==> config.mk <==
export PLATFORM = sky130hd
export DESIGN_NAME = noc_injector
export DESIGN_NICKNAME = d
export VERILOG_FILES = /design/src/rtl/noc_pkg.sv /design/src/rtl/noc_inj_fifo.sv /design/src/rtl/noc_injector.sv
export SDC_FILE = /design/constraint.sdc
export NUM_CORES = 1
export LEC_CHECK = 0
export ABC_AREA = 1
export BUFFER_PORTS_ARGS = -buffer_cell sky130_fd_sc_hd__clkbuf_2
export CAP_MARGIN = 20
export CORE_MARGIN = 5
export CORE_UTILIZATION = 57
export CTS_CLUSTER_DIAMETER = 150
export DETAILED_ROUTE_END_ITERATION = 8
export PLACE_DENSITY = 0.91
export SYNTH_ARGS = -nofsm -noshare
export SYNTH_HDL_FRONTEND = slang
export SYNTH_HIERARCHICAL = 1
export SYNTH_SLANG_ARGS = --single-unit
export TNS_END_PERCENT = 30
==> constraint.sdc <==
create_clock -name clk -period 2.3 [get_ports clk]
set_input_delay 0 -clock clk [delete_from_list [all_inputs] [get_ports clk]]
set_output_delay 0 -clock clk [all_outputs]
set_load 0.005 [all_outputs]
==> src/rtl/noc_pkg.sv <==
// noc_pkg: shared flit, address and direction definitions for the mesh NoC
package noc_pkg;

    localparam int FLIT_W = 10;
    localparam int ADDR_W = 6;

    typedef enum logic [1:0] {
        FLIT_NONE = 2'b00,
        FLIT_HEAD = 2'b01,
        FLIT_BODY = 2'b10,
        FLIT_TAIL = 2'b11
    } flit_type_e;

    typedef enum logic [2:0] {
        DIR_EAST  = 3'b000,
        DIR_WEST  = 3'b001,
        DIR_NORTH = 3'b010,
        DIR_SOUTH = 3'b011,
        DIR_LOCAL = 3'b100
    } dir_e;

    typedef enum logic [1:0] {
        ST_IDLE,
        ST_HEAD,
        ST_PAYLOAD,
        ST_DROP
    } inj_state_e;

    function automatic logic [FLIT_W-1:0] mk_flit(input flit_type_e t, input logic [7:0] p);
        return {t, p};
    endfunction

endpackage

==> src/rtl/noc_inj_fifo.sv <==
// noc_inj_fifo: synchronous 8-bit payload FIFO with full/empty flags.
// Ports: clk, rst (sync, active-high); push/din write side (ignored when full);
//        pop/dout read side (dout shows the head entry, ignored when empty); full, empty.
module noc_inj_fifo #(
    parameter int DEPTH = 4
) (
    input  logic       clk,
    input  logic       rst,
    input  logic       push,
    input  logic [7:0] din,
    input  logic       pop,
    output logic [7:0] dout,
    output logic       full,
    output logic       empty
);

    localparam int AW = $clog2(DEPTH);

    logic [7:0]    mem [DEPTH];
    logic [AW-1:0] wr_ptr, rd_ptr;
    logic [AW:0]   count;
    logic          do_push, do_pop;

    assign full    = count == (AW+1)'(DEPTH);
    assign empty   = count == '0;
    assign do_push = push && !full;
    assign do_pop  = pop && !empty;
    assign dout    = mem[rd_ptr];

    // Power-of-two depth lets the pointers wrap by natural overflow.
    always_ff @(posedge clk) begin
        if (rst) begin
            wr_ptr <= '0;
            rd_ptr <= '0;
            count  <= '0;
        end else begin
            if (do_push) wr_ptr <= wr_ptr + 1'b1;
            if (do_pop) rd_ptr <= rd_ptr + 1'b1;
            count <= count + (AW+1)'(do_push) - (AW+1)'(do_pop);
        end
    end

    always_ff @(posedge clk) begin
        if (do_push) mem[wr_ptr] <= din;
    end

endmodule

==> src/rtl/noc_injector.sv <==
// noc_injector: serialises PE packet requests into HEAD/BODY/TAIL flits for the router local port.
// Ports: clk, rst (sync, active-high);
//        req_valid/req_ready/req_dest/req_len  packet request (len = payload flits - 1);
//        data_valid/data_ready/data            payload byte stream into the FIFO;
//        flit_valid/flit_ready/flit_out        flit stream to the router;
//        pkt_sent                              count of accepted TAIL flits (wraps).
// Build option: define NOC_INJ_SELF_DROP_EN to silently drain packets addressed to LOCAL_ADDR.
import noc_pkg::*;

module noc_injector #(
    parameter int                FIFO_DEPTH = 4,
    parameter logic [ADDR_W-1:0] LOCAL_ADDR = 6'b100100
) (
    input  logic              clk,
    input  logic              rst,
    input  logic              req_valid,
    input  logic [ADDR_W-1:0] req_dest,
    input  logic [2:0]        req_len,
    output logic              req_ready,
    input  logic              data_valid,
    input  logic [7:0]        data,
    output logic              data_ready,
    output logic [FLIT_W-1:0] flit_out,
    output logic              flit_valid,
    input  logic              flit_ready,
    output logic [7:0]        pkt_sent
);

`ifdef NOC_INJ_SELF_DROP_EN
    localparam bit DROP_EN = 1'b1;
`else
    localparam bit DROP_EN = 1'b0;
`endif

    inj_state_e        state;
    logic [ADDR_W-1:0] dest_q;
    logic [2:0]        rem;
    logic [7:0]        fifo_dout;
    logic              fifo_full, fifo_empty;
    logic              pop, tail_in_reg;
    flit_type_e        next_type;

    noc_inj_fifo #(.DEPTH(FIFO_DEPTH)) u_fifo (
        .clk   (clk),
        .rst   (rst),
        .push  (data_valid),
        .din   (data),
        .pop   (pop),
        .dout  (fifo_dout),
        .full  (fifo_full),
        .empty (fifo_empty)
    );

    assign req_ready   = state == ST_IDLE;
    assign data_ready  = !fifo_full;
    assign tail_in_reg = flit_valid && flit_out[9:8] == FLIT_TAIL;
    assign next_type   = rem == 3'd0 ? FLIT_TAIL : FLIT_BODY;

    // Popping during the HEAD handshake keeps the flit stream back-to-back;
    // once the TAIL sits in the output register the next packet's bytes stay put.
    always_comb begin
        pop = !fifo_empty && (state == ST_HEAD    ? flit_valid && flit_ready :
                              state == ST_PAYLOAD ? (!flit_valid || flit_ready) && !tail_in_reg :
                              state == ST_DROP);
    end

    always_ff @(posedge clk) begin
        if (rst) begin
            state      <= ST_IDLE;
            dest_q     <= '0;
            rem        <= '0;
            flit_out   <= '0;
            flit_valid <= 1'b0;
            pkt_sent   <= '0;
        end else begin
            case (state)
                ST_IDLE: begin
                    if (req_valid) begin
                        dest_q <= req_dest;
                        rem    <= req_len;
                        state  <= (DROP_EN && req_dest == LOCAL_ADDR) ? ST_DROP : ST_HEAD;
                    end
                end
                ST_HEAD: begin
                    if (!flit_valid) begin
                        flit_out   <= mk_flit(FLIT_HEAD, {2'b00, dest_q});
                        flit_valid <= 1'b1;
                    end else if (flit_ready) begin
                        state      <= ST_PAYLOAD;
                        flit_valid <= pop;
                        if (pop) begin
                            flit_out <= mk_flit(next_type, fifo_dout);
                            rem      <= rem - 1'b1;
                        end
                    end
                end
                ST_PAYLOAD: begin
                    if (pop) begin
                        flit_out   <= mk_flit(next_type, fifo_dout);
                        flit_valid <= 1'b1;
                        rem        <= rem - 1'b1;
                    end else if (flit_ready) begin
                        flit_valid <= 1'b0;
                    end
                    if (tail_in_reg && flit_ready) begin
                        state    <= ST_IDLE;
                        pkt_sent <= pkt_sent + 1'b1;
                    end
                end
                ST_DROP: begin
                    if (pop) begin
                        rem <= rem - 1'b1;
                        if (rem == 3'd0) state <= ST_IDLE;
                    end
                end
                default: state <= ST_IDLE;
            endcase
        end
    end

endmodule

; Word-level counts from Yosys, hierarchy flattened
; Memories as Yosys holds them, arrays and structs flattened. A register that Yosys moved wholly into a read port is not among the register bits.
; Index checks and enable logic that the tools add are counted.
; Widths: inputs -> output; s select.
[op_classes]
eq_ne = 13
n_reduce_logical = 23
mux = 28
addsub = 6
[op_table]
columns = cell, n
row1 = $mux 10, 3
row2 = $pmux 10 s2, 1
row3 = $mux 2, 8
row4 = $mux 3, 4
row5 = $mux 1, 9
row6 = $pmux 3 s3, 1
row7 = $add 8x1->8 const B, 1
row8 = $pmux 2 s4, 1
row9 = $reduce_and 2->1, 4
row10 = $logic_and 1x1->1, 7
row11 = $eq 2x2->1 const B, 3
row12 = $logic_not 3->1, 2
row13 = $ne 2x1->1 const B, 3
row14 = $ne 2x2->1 const B, 3
row15 = $reduce_and 6->1, 1
row16 = $add 2x1->2 const B, 2
row17 = $logic_not 1->1, 4
row18 = $add 3x1->3, 1
row19 = $eq 3x3->1 const B, 1
row20 = $ne 3x2->1 const B, 1
row21 = $ne 3x3->1 const B, 1
row22 = $reduce_and 3->1, 1
row23 = $sub 3x1->3, 1
row24 = $sub 3x1->3 const B, 1
row25 = other kinds (6), 6
[word_totals]
reg_bits = 37
elab_cells = 80
ram_bits = 32
out_inout_bits = 21
in_bits = 22
mem_count = 1
[mem_list]
columns = name, depth, width, rd, rd_clocked_by_memory_dff, wr, line
row1 = u_fifo.mem, 4, 8, 1, 1, 1, noc_inj_fifo.sv:19  ; logic [7:0] mem [DEPTH];

; Longest topological paths before layout
[depth]
depth_word = 11
ltp_mapped = 15

; Hierarchy
; The synthesis kept the hierarchy.
[by_module_without_submodules]
columns = mod, area_per_inst_um2, cells_each, instances
row1 = noc_inj_fifo, 1679.1, 145, 1
row2 = noc_injector, 1520.2, 209, 1

; Worst setup path after synthesis
; Ideal clock, no wire load.
[synth_path]
path_kind = flip-flop to flip-flop
start = register u_fifo.count[1]
end = register u_fifo.count[2]
n_path_buf = 0
arrival_time_ns = 1.999
stages_incl_launch_ff = 15
setup_slack_ns = 0.186
synth_period_minus_slack_ns = 2.114
cell_sequence = dfxtp_1 nor2_1 nand2_1 inv_1 a21oi_4 nand2_4 inv_1 inv_1 nor2_1 ha_1 inv_1 ha_1 fa_1 a21oi_1 nor2_1
[synth_between]
elab_chain_len = 5
word_cells_on_any_way = 9
[synth_rtl]
columns = element, line
row1 = "start, declared", noc_inj_fifo.sv:21  ; logic [AW:0] count;
row2 = "start signal, assigned", noc_inj_fifo.sv:39  ; count <= count + (AW+1)'(do_push) - (AW+1)'(do_pop);
row3 = $logic_not 3->1, noc_inj_fifo.sv:25  ; assign empty = count == '0;
row4 = net fifo_empty, noc_injector.sv:39  ; logic fifo_full, fifo_empty;
row5 = $logic_not 1->1, noc_injector.sv:62  ; pop = !fifo_empty && (state == ST_HEAD ? flit_valid && flit_ready :
row6 = $logic_and 1x1->1, noc_injector.sv:62
row7 = net pop, noc_injector.sv:40  ; logic pop, tail_in_reg;
row8 = $logic_and 1x1->1, noc_inj_fifo.sv:27  ; assign do_pop = pop && !empty;
row9 = net u_fifo.do_pop, noc_inj_fifo.sv:22  ; logic do_push, do_pop;
row10 = $sub 3x1->3, noc_inj_fifo.sv:39
; The timed path passes the listed nets, and every way through them passes these cells.
; A chain may end at the register's enable or synchronous reset.

; Final worst setup path
[layout_path]
start = register rem[0]
end = register state[0]
[layout_between]
elab_chain_len = 3
[layout_rtl]
columns = element, line
row1 = "start, declared", noc_injector.sv:37  ; logic [2:0] rem;
row2 = "start signal, assigned", noc_injector.sv:80  ; rem <= req_len;
row3 = "start signal, assigned", noc_injector.sv:93  ; rem <= rem - 1'b1;
row4 = "start signal, assigned", noc_injector.sv:101  ; rem <= rem - 1'b1;
row5 = $logic_not 3->1, noc_injector.sv:113  ; if (rem == 3'd0) state <= ST_IDLE;
row6 = $ne 2x1->1 (no line), --
row7 = $reduce_and 6->1 (no line), --
row8 = "end signal, assigned", noc_injector.sv:81  ; state <= (DROP_EN && req_dest == LOCAL_ADDR) ? ST_DROP : ST_HEAD;
row9 = "end, declared", noc_injector.sv:35  ; inj_state_e state;
; Every way passes these cells.

==> insert_results.sql <==
INSERT INTO impl_metrics (metric_group, metric, value, unit) VALUES
('timing', 'finalHoldViolations', '0', ''),
('hold_path', 'hold-path-endpoint', 'state[1]$_SDFFE_PP0P_', ''),
('placed_design', 'dpl.hpwl', '5050', 'um'),
('placed_design', 'routabilityCongestion', '0.895', ''),
('hold_path', 'hold_sp', 'flit_ready', ''),
('route', 'wirelength', '8340', 'um'),
('hold_path', 'hold_path.class', 'input pin to register', ''),
('global_route', 'grt_pass1_vias', '2861', ''),
('timing', 'slew_headroom', '60.0', '%'),
('yosys', 'synth_area_leader_cell', 'sky130_fd_sc_hd__edfxtp_1', ''),
('yosys', 'xor_xnor_share_of_the_synthesized_area', '0.548', '%'),
('yosys', 'netlist.area_leader.share', '30.0', '%'),
('power_and_ir_drop', 'leakage_dissipation', '1.71', 'nW'),
('route', 'drt_iter0_markers', '402', ''),
('final_layout', 'layout-drive-gt1-share', '22.7', '%'),
('final_layout', 'multiInputGateArea', '1250', 'um2'),
('yosys', 'fraction_of_registers_with_async_set_reset', '0', '%'),
('floorplan', 'placement_rows', '27', ''),
('setup_path', 'worst_case_reg_to_reg_path_depth', '9', ''),
('yosys', 'yosys.area_share.adder', '4.15', '%'),
('setup_path', 'worst_path_buf_inv', '2', ''),
('setup_path', 'required', '2.60', 'ns'),
('setup_path', 'worstPathArrival', '2.51', 'ns'),
('yosys', 'synth_nets', '386', ''),
('placed_design', 'place_inst', '469', ''),
('yosys', 'synthMuxAreaShare', '0', '%'),
('setup_path', 'timing.critical_path.cells', 'inv_1 > ha_1 > ha_1 > nor3_1 > nor3_1 > nand2_1 > nand2_1 > a21oi_1 > dlygate4sd3_1', ''),
('clock_network', 'clock_insertion_delay_worst_skew', '0.36', 'ns'),
('yosys', 'synth_simple_gate_area_share', '21.5', '%'),
('final_layout', 'seq_area', '1750', 'um2'),
('route', 'route.top_layer_used', 'met4', ''),
('route', 'postRouteAntennaNets', '0', ''),
('setup_path', 'worst_r2r_endpoint', 'state[0]$_SDFFE_PP0P_', ''),
('yosys', 'synth-compound-area-share', '12.6', '%'),
('timing', 'final_max_slew_viol_count', '0', ''),
('global_route', 'grt_max_degree', '22', ''),
('clock_network', 'clockRootBuffer', 'sky130_fd_sc_hd__clkbuf_8', ''),
('yosys', 'syn_area', '3200', 'um2'),
('timing', 'fmaxAchievable', '452', 'MHz'),
('setup_path', 'critPathMaxFanout', '3', ''),
('run_status', 'run_status', 'finished, final reports clean', ''),
('route', 'drt_drc_violations_left', '0', ''),
('setup_path', 'timing.critical_path.from_type', 'register', ''),
('setup_path', 'longest_individual_stage_delay_on_the_worst_path', '0.58', 'ns'),
('yosys', 'postSynthCellCount', '354', ''),
('floorplan', 'floorplan.io_pins', '43', ''),
('setup_path', 'cp-end-kind', 'register', ''),
('yosys', 'synth.yosys.warnings', '6', ''),
('clock_network', 'cts_tree', 'done', ''),
('final_layout', 'areaGrowthSynthToFinish', '23.7', '%'),
('clock_network', 'htree_levels', '3', ''),
('floorplan', 'effective_utilization_at_floorplan', '58.5', '%'),
('job', 'cap_viol_max_count', '0', ''),
('timing', 'timing.final.crit_share', '96.2', '%'),
('global_route', 'global_route.overflow_total', '0', ''),
('setup_path', 'setup.worst_path.class', 'register to register', ''),
('floorplan', 'die_w', '84.9', 'um'),
('setup_path', 'timing.reg2reg.setup_slack', '0.09', 'ns'),
('final_layout', 'final_cell_count_no_fill', '508', ''),
('yosys', 'synth-edff-count', '32', ''),
('global_route', 'grt_antenna_before_repair', '0', ''),
('clock_network', 'cts.path.max_buffers', '2', ''),
('yosys', 'synth_top_family_by_area', 'simple AND/OR/NAND/NOR gates', ''),
('setup_path', 'r2r_start', 'rem[0]$_SDFFE_PP0P_', ''),
('hold_path', 'min_delay_path_depth', '5', ''),
('final_layout', 'nets', '463', ''),
('global_route', 'track_usage', '23.7', '%'),
('yosys', 'ys_seq_elements', '71', ''),
('yosys', 'ys_seq_area_share', '54.4', '%'),
('yosys', 'synth.avg_cell_area', '9.04', 'um2'),
('route', 'wl_met3', '609', 'um');
[layout make-up]
type | count | area share (%)
Timing Repair Buffer | 71 | 12.1
Clock inverter | 7 | 2.18
Multi-Input combinational cell | 231 | 31.5
Sequential cell | 71 | 44.2
Tap cell | 72 | 2.28
Inverter | 47 | 4.65
Clock buffer | 9 | 3.13
[layer usage]
metal  GRT usage (%)  vias to the layer above
li1                -                     1325
met1            26.0                     1337
met2            40.4                      160
met3            7.38                       47
met4            13.5                        0
met5           0.699                        -
[worst max-delay path by stage]
stage	cells after the start	to	from	slack [ns]
final	9	state[0]$_SDFFE_PP0P_	rem[0]$_SDFFE_PP0P_	0.09
after global routing	14	u_fifo/count[2]$_SDFF_PP0_	flit_valid$_SDFFE_PP0P_	-0.009
after CTS	15	u_fifo/count[2]$_SDFF_PP0_	u_fifo/count[1]$_SDFF_PP0_	0.04
after detailed placement	15	u_fifo/count[2]$_SDFF_PP0_	u_fifo/count[1]$_SDFF_PP0_	0.07
after global placement	14	u_fifo/count[1]$_SDFF_PP0_	u_fifo/count[1]$_SDFF_PP0_	0.16
after floorplan	14	u_fifo/count[2]$_SDFF_PP0_	u_fifo/count[1]$_SDFF_PP0_	0.19
[what timing repair did]
| item | in CTS | in global routing |
|---|---|---|
| gates resized for setup | 0 | 9 |
| setup buffers | 0 | 2 |
| setup endpoints to repair | 0 | 2 |
| hold buffers | 21 | 0 |
| endpoints found under the hold margin | 51 | 0 |
[where the power goes]
group / switching (W) / leakage, nW / internal, W
Clock: 0.000473 / 0.108 / 0.000603
Sequential: 0.0000694 / 0.614 / 0.00146
Combinational: 0.000465 / 0.985 / 0.000260
Total: 0.00101 / 1.71 / 0.00232
[per-stage QoR]
stage               area [um2]  total power [W]  setup TNS [ns]  setup slack, ns
global placement          3510          0.00214               0            0.156
global route              3960          0.00348        -0.00923         -0.00923
finish                    3960          0.00333               0           0.0878
detailed placement        3510          0.00219               0           0.0713
CTS                       3930          0.00328               0           0.0371
floorplan                 3200          0.00199               0            0.186
[cell families after synthesis]
kind of cell               after synthesis
and+or+nand+nor                        149
DFF                                     71
AOI/OAI and AO/OA                       70
buffers and inverters                   52
adders and majority gates               10
xor gates and xnor gates                 2
[placed cells by master (no fill, tap or decap)]
cell and instances:
sky130_fd_sc_hd__edfxtp_1 32, sky130_fd_sc_hd__dfxtp_2 5, sky130_fd_sc_hd__nor3_2 4, sky130_fd_sc_hd__nand4_1 1, sky130_fd_sc_hd__a21oi_4 2, sky130_fd_sc_hd__clkinv_2 2
sky130_fd_sc_hd__nand3_4 1, sky130_fd_sc_hd__nand2_4 6, sky130_fd_sc_hd__inv_2 4, sky130_fd_sc_hd__fa_1 1, sky130_fd_sc_hd__a211oi_1 2, sky130_fd_sc_hd__nor2_4 1
sky130_fd_sc_hd__nor3_1 8, sky130_fd_sc_hd__nand3_1 12, sky130_fd_sc_hd__o21ai_0 29, sky130_fd_sc_hd__inv_4 1, sky130_fd_sc_hd__nor2_2 3, sky130_fd_sc_hd__xnor2_1 2
sky130_fd_sc_hd__inv_6 2, sky130_fd_sc_hd__ha_1 9, sky130_fd_sc_hd__a21oi_1 23, sky130_fd_sc_hd__inv_1 41, sky130_fd_sc_hd__buf_4 8, sky130_fd_sc_hd__clkinv_1 2
sky130_fd_sc_hd__o21ai_1 2, sky130_fd_sc_hd__clkbuf_8 9, sky130_fd_sc_hd__dfxtp_1 34, sky130_fd_sc_hd__nand2_2 3, sky130_fd_sc_hd__nor2_1 62, sky130_fd_sc_hd__dlygate4sd3_1 21
sky130_fd_sc_hd__o22ai_1 8, sky130_fd_sc_hd__bufinv_16 2, sky130_fd_sc_hd__o21ai_2 4, sky130_fd_sc_hd__nand2_1 48, sky130_fd_sc_hd__clkbuf_2 42
[cell usage after synthesis (all sizes together) (3+ instances only)]
cell,instances
dfxtp,39
nor3,12
edfxtp,32
ha,9
a21oi,25
nand2,57
o22ai,8
buf,3
nand3,13
o21ai,35
nor2,66
inv,47
[tightest hold or removal path, delay by kind of cell]
family / cells / cell delay [ns]
buffers and inverters: 2 / 0.19
AND/OR/NAND/NOR: 2 / 0.21
AO/OA/AOI/OAI: 1 / 0.06
[sequential cells by signal, indices dropped and copies added (netlist names), named ones only]
signal,count
u_fifo/rd_ptr,2
dest_q,6
state,2
rem,3
flit_out,10
u_fifo/mem,32
u_fifo/wr_ptr,2
pkt_sent,8
u_fifo/count,3
flit_valid,1
No activity file was read; power rests on OpenSTA's default activity.
